## src/rtl/aes_mode_seq.sv

```systemverilog
// aes_mode_seq: sequencer in front of one aes_core. Takes a key/IV config and a
// stream of 128-bit blocks, drives init/next, waits on core_ready, returns results.
// Latency: in handshake -> out_valid = 2 cycles + core processing time.
// Backpressure: out_valid/out_data/out_last hold until out_ready; no new block or
// core_next is issued while a result is pending.
// Optional CBC chaining: compile with AES_MODE_CBC_EN defined; otherwise ECB only.
// Ports: clk/reset_n; cfg_* config stream; in_* block stream; out_* result stream;
// busy/err status; core_* pins to/from aes_core.
module aes_mode_seq #(
  parameter int unsigned WAIT_LIMIT = 255
) (
  input  logic         clk,
  input  logic         reset_n,
  input  logic         cfg_valid,
  output logic         cfg_ready,
  input  logic         cfg_encdec,
  input  logic         cfg_keylen,
  input  logic [255:0] cfg_key,
  input  logic [127:0] cfg_iv,
  input  logic         in_valid,
  output logic         in_ready,
  input  logic [127:0] in_data,
  input  logic         in_last,
  output logic         out_valid,
  input  logic         out_ready,
  output logic [127:0] out_data,
  output logic         out_last,
  output logic         busy,
  output logic         err,
  output logic         core_encdec,
  output logic         core_init,
  output logic         core_next,
  output logic [255:0] core_key,
  output logic         core_keylen,
  output logic [127:0] core_block,
  input  logic         core_ready,
  input  logic [127:0] core_result,
  input  logic         core_result_valid
);

  localparam logic [7:0] WAIT_MAX = 8'(WAIT_LIMIT);

  typedef enum logic [2:0] {
    S_IDLE, S_KINIT, S_KWAIT, S_LOAD, S_BSTART, S_BWAIT, S_OUT
  } state_t;

  state_t       state, state_n;
  logic         alive;       // keeps cfg_ready low while reset is asserted
  logic [7:0]   wcnt;
  logic         last_r;
  logic         wait_done;
  logic         wd_fire;
  logic         cfg_fire, in_fire, res_fire;
  logic [127:0] blk_in;
  logic [127:0] res_out;

  // The core's ready from before the init/next pulse is stale, so the first
  // wait cycle (wcnt == 0) never counts as completion.
  assign wait_done = core_ready && (wcnt != 8'd0);

  assign cfg_fire = (state == S_IDLE) && alive && cfg_valid;
  assign in_fire  = (state == S_LOAD) && in_valid;
  assign res_fire = (state == S_BWAIT) && wait_done;

  assign cfg_ready = alive && (state == S_IDLE);
  assign in_ready  = (state == S_LOAD);
  assign out_valid = (state == S_OUT);
  assign busy      = (state != S_IDLE);
  assign core_init = (state == S_KINIT);
  assign core_next = (state == S_BSTART);

  always_comb begin
    state_n = state;
    wd_fire = 1'b0;
    case (state)
      S_IDLE:   if (cfg_fire) state_n = S_KINIT;
      S_KINIT:  state_n = S_KWAIT;
      S_KWAIT: begin
        if (wait_done) begin
          state_n = S_LOAD;
        end else if (wcnt == WAIT_MAX) begin
          state_n = S_IDLE;
          wd_fire = 1'b1;
        end
      end
      S_LOAD:   if (in_valid) state_n = S_BSTART;
      S_BSTART: state_n = S_BWAIT;
      S_BWAIT: begin
        if (wait_done) begin
          state_n = S_OUT;
        end else if (wcnt == WAIT_MAX) begin
          state_n = S_IDLE;
          wd_fire = 1'b1;
        end
      end
      S_OUT:    if (out_ready) state_n = last_r ? S_IDLE : S_LOAD;
      default:  state_n = S_IDLE;
    endcase
  end

  always_ff @(posedge clk or negedge reset_n) begin
    if (!reset_n) begin
      state <= S_IDLE;
      alive <= 1'b0;
    end else begin
      state <= state_n;
      alive <= 1'b1;
    end
  end

  // Watchdog counter: cleared by the pulse state that precedes each wait.
  always_ff @(posedge clk or negedge reset_n) begin
    if (!reset_n) begin
      wcnt <= 8'd0;
      err  <= 1'b0;
    end else begin
      if (state == S_KINIT || state == S_BSTART) begin
        wcnt <= 8'd0;
      end else if (state == S_KWAIT || state == S_BWAIT) begin
        wcnt <= wcnt + 8'd1;
      end
      if (wd_fire) err <= 1'b1;
    end
  end

`ifdef AES_MODE_CBC_EN
  logic [127:0] chain;
  logic [127:0] cbuf;   // ciphertext of the block in flight, next chain value on decrypt

  assign blk_in  = core_encdec ? (in_data ^ chain) : in_data;
  assign res_out = core_encdec ? core_result : (core_result ^ chain);

  always_ff @(posedge clk or negedge reset_n) begin
    if (!reset_n) begin
      chain <= '0;
      cbuf  <= '0;
    end else begin
      if (cfg_fire) chain <= cfg_iv;
      if (in_fire)  cbuf  <= in_data;
      if (res_fire) chain <= core_encdec ? core_result : cbuf;
    end
  end
`else
  logic unused_iv;

  assign unused_iv = ^cfg_iv;
  assign blk_in    = in_data;
  assign res_out   = core_result;
`endif

  always_ff @(posedge clk or negedge reset_n) begin
    if (!reset_n) begin
      core_key    <= '0;
      core_keylen <= 1'b0;
      core_encdec <= 1'b0;
      core_block  <= '0;
      last_r      <= 1'b0;
      out_data    <= '0;
      out_last    <= 1'b0;
    end else begin
      if (cfg_fire) begin
        core_key    <= cfg_key;
        core_keylen <= cfg_keylen;
        core_encdec <= cfg_encdec;
      end
      if (in_fire) begin
        core_block <= blk_in;
        last_r     <= in_last;
      end
      if (res_fire) begin
        out_data <= res_out;
        out_last <= last_r;
      end
    end
  end

  a_pulse_excl: assert property (@(posedge clk) disable iff (!reset_n)
    !(core_init && core_next));
  a_result_valid: assert property (@(posedge clk) disable iff (!reset_n)
    res_fire |-> core_result_valid);

endmodule

```

## config.mk

```make
export PLATFORM = sky130hd
export DESIGN_NAME = aes_mode_seq
export DESIGN_NICKNAME = d
export VERILOG_FILES = /design/src/rtl/aes_mode_seq.sv
export SDC_FILE = /design/constraint.sdc
export NUM_CORES = 1
export LEC_CHECK = 0
export CORE_AREA = 2 2 462 464
export CTS_CLUSTER_SIZE = 12
export DETAILED_ROUTE_END_ITERATION = 10
export DIE_AREA = 0 0 464 466
export MAX_ROUTING_LAYER = met4
export PLACE_DENSITY_LB_ADDON = 0.12
export SLEW_MARGIN = 0
export SYNTH_ARGS = -nofsm -noshare
export SYNTH_HDL_FRONTEND = slang
export SYNTH_SLANG_ARGS = --single-unit
```

## constraint.sdc

```tcl
create_clock -name clk -period 2.35 [get_ports clk]
set_clock_uncertainty 0.05 [all_clocks]
set_input_delay 0.3525 -clock clk [delete_from_list [all_inputs] [get_ports clk]]
set_output_delay 0.3525 -clock clk [all_outputs]
set_load 0.02 [all_outputs]
```

==> flow_metrics.py, run 1 <==
metrics = {
    "status": {
        "outcome": "complete, no violations",
    },
    "drt": {
        "drt_first_iter_violations": 455,
        "antenna_left": 0,
        "dr.pass1.iters": 4,
        "drc": 0,
        "vias_per_cell": 2.85,
        "wl_per_cell_um": 20.0,
        "vias": 14900,
        "drt_wl_total_mm": 104,
    },
    "floorplan": {
        "initial_utilization_pct": 9.98,
        "ios": 1172,
        "core-area_mm2": 0.211,
        "rows": 169,
        "die_h_um": 466,
        "die_x_um": 464,
        "dieArea_mm2": 0.216,
    },
    "layout": {
        "ff_latch_area_mm2": 0.0132,
        "final_layout_size_suffix_gt1_share_pct": 21.9,
        "final_nets": 2968,
        "fillers": 22900,
        "area_growth_pct": 78.8,
        "multi_input_area_mm2": 0.00715,
        "design_area_mm2": 0.0377,
    },
    "clocking": {
        "cts_tree": "yes",
        "cts.clk_slew.worst_paths_ps": 60,
        "clockRootBuffer": "clkbuf_16",
        "cts.sinks": 529,
        "cts_made_buffers": 77,
        "clk_latency_ps": 690,
        "cts_max_path_buffers": 3,
        "h-tree-depth": 3,
    },
    "setup_path": {
        "regToRegSetupSlack_ps": 250,
        "r2r_start": "wcnt[4]",
        "path_cells": "nor3_4, inv_2, clkdlybuf4s15_2",
        "crit_start": "state[2]",
        "criticalPathCategory": "reg -> out",
        "arrival_ps": 1800,
        "end_kind": "output pin",
        "crit_required_ps": 1950,
        "crit_fanout": 7,
        "start_kind": "flip-flop",
        "cpPeakStageDelay_ps": 470,
        "crit_slowest_cell": "dfrtp_2",
    },
    "power_and_ir_drop": {
        "peakVddDrop_v": 0.000654,
        "p_leak_uw": 0.0156,
        "power_density_mw_per_mm2": 1420,
    },
    "placed_design": {
        "placed_area_mm2": 0.0351,
        "port_buffers": 1042,
        "place.gp.congestion": 0.839,
        "place_hpwl_mm": 83.5,
    },
    "grt": {
        "grt_pass1_wl_mm": 143,
        "grt_pass1_vias": 17100,
        "track_usage_pct": 9.69,
        "grt_overflow_total": 0,
        "grt_max_degree": 88,
        "antenna_found_initial": 43,
    },
    "synth": {
        "syn_inst": 1187,
        "seq_area_frac_synth_pct": 62.8,
        "yosys_warnings": 0,
        "ys_types": 46,
        "synth_edf_count": 0,
        "ys_ff_latch": 529,
        "syn_area_mm2": 0.0211,
        "synth_area_per_cell_um2": 17.8,
        "ys.flop_type": "dfrtp_1",
        "synth_nets": 1839,
        "ys_async_sr_fraction_pct": 100,
    },
    "sta": {
        "tightest_slew_ps": 520,
        "drv_slew": 0,
        "finalSetupViolCount": 0,
        "max_clock_freq_mhz": 453,
        "hold_viol": 0,
        "setup_tns_ps": 0,
        "finalCritPeriodShare_pct": 93.9,
        "relSlewSlack_pct": 65.3,
        "min_period_ps": 2210,
        "rsz0062_at_grt": "no",
    },
    "flow_run": {
        "maxCapViolCount": 0,
    },
    "min_path": {
        "hp-class": "in -> async",
    },
}
-- Yosys cell counts (2+ instances only) --
cell	n	area (µm²)
nor3b_1	2	15.0
o221ai_1	3	26.3
o31ai_1	3	22.5
nand3_1	2	10.0
buf_12	11	220
nor2_1	5	18.8
clkbuf_1	2	7.51
a21oi_1	2	10.0
a31oi_1	2	12.5
nor2b_1	2	12.5
nand4_1	2	12.5
mux2_2	107	1200
nor3_1	3	15.0
mux2_1	200	2250
inv_1	7	26.3
o21ai_0	8	40.0
buf_2	9	45.0
buf_6	38	428
mux2i_1	2	20.0
o211ai_1	3	22.5
nand2_1	11	41.3
dfrtp_1	529	13200
inv_2	2	7.51
mux2_4	209	3140
ha_1	2	25.0
-- layout make-up --
| class | count | share of cell area (%) |
|---|---|---|
| repair buffers | 1111 | 29.7 |
| clock inverters | 15 | 0.544 |
| diodes | 38 | 0.252 |
| inverters | 9 | 0.0896 |
| flip-flops and latches | 529 | 35.1 |
| well taps | 2821 | 9.36 |
| multi-input cells | 588 | 19.0 |
| clock buffers | 112 | 6.02 |
-- stage by stage --
stage               cells  total power (µW)  worst slack [ps]  utilization, %  hold WS [ps]
floorplan            1187             28100               536               -          6.91
global placement     5056             42600              89.1            16.6           262
detailed placement   5056             42500              39.7            16.6           269
CTS                  5184             54800             0.816            17.8          89.0
global route         5219             56300              1.47            17.8           125
finish               5223             53400               144            17.8           180
-- routing by layer --
layer  up-vias  global-route usage (%)  wire length (µm)  part of all wire (%)
met5         -                       -                 0                     0
met4         0                    2.54              2510                   2.4
met3       118                    5.16             11400                    11
met2       766                    16.2             51400                    49
met1      7453                    9.85             39200                    38
li1       6531                       -                 -                     -
-- repair_timing --
item,CTS,global route
hold endpoints to repair,298,0
endpoints found under the setup margin,26,2
resized for setup,49,2
hold buffers,1,0
setup buffers,0,1
-- placed cells by master (no fill, tap or decap), drive strengths merged, types with 3 or more instances in the layout --
| cell type | Yosys | final |
|---|---|---|
| nor3b | 3 | 3 |
| nor2 | 6 | 6 |
| o31ai | 3 | 3 |
| dlygate4sd2 | 0 | 20 |
| buf | 59 | 72 |
| clkdlybuf4s15 | 0 | 3 |
| dfrtp | 529 | 529 |
| a31oi | 3 | 3 |
| diode | 0 | 38 |
| nor3 | 4 | 4 |
| clkdlybuf4s50 | 0 | 1015 |
| clkbuf | 2 | 112 |
| clkinv | 0 | 7 |
| inv | 9 | 12 |
| mux2 | 516 | 516 |
| o21ai | 8 | 8 |
| o221ai | 3 | 3 |
| clkinvlp | 0 | 3 |
| nand2 | 12 | 12 |
| o211ai | 3 | 3 |
-- critical path: cells and delay by family (launching register included) --
| family | cells | cell delay, ps |
|---|---|---|
| buf+inv | 2 | 430 |
| flops | 1 | 470 |
| simple gates | 1 | 240 |
-- kinds of logic (layout without fill, tap and decap cells) --
| group | count (synthesis) | count (layout) | share of synthesized area, % |
|---|---|---|---|
| AO/OA/AOI/OAI | 28 | 28 | 1.01 |
| XOR/XNOR | 1 | 1 | 0.0415 |
| adder cells (fa/ha/maj) | 2 | 2 | 0.119 |
| buffers and inverters | 70 | 1247 | 3.52 |
| flip-flops | 529 | 529 | 62.8 |
| multiplexers | 518 | 518 | 31.4 |
| other | 1 | 39 | 0.0178 |
| AND/OR/NAND/NOR | 38 | 38 | 1.16 |
-- report_power, final --
part	switching, µW	internal, µW
clock	4720	6900
combinational	12100	13000
sequential	2930	13700
-- state kept, by name, indices dropped and copies added (netlist names) --
register     flops
last_r           1
core_keylen      1
out_data       128
wcnt             8
core_block     128
err              1
state            3
out_last         1
alive            1
core_key       256
core_encdec      1
-- path summary, 6_finish.rpt --
path / to / cells past startpoint
setup / recovery: busy / 3
hold / removal: core_key[195] / 2
setup reg to reg: out_data[86] / 5
hold reg to reg: core_key[189] / 1
max in group asynchronous: core_key[163] / 3
min in group clk: core_key[91] / 2
(Power assumes the default switching activity.)
==> inputs of run 2 (changes only) <==
- CTS_CLUSTER_SIZE: 12 -> 30
==> results of run 2 <==
The final DEF is identical to that of run 1; final timing and power are the same.
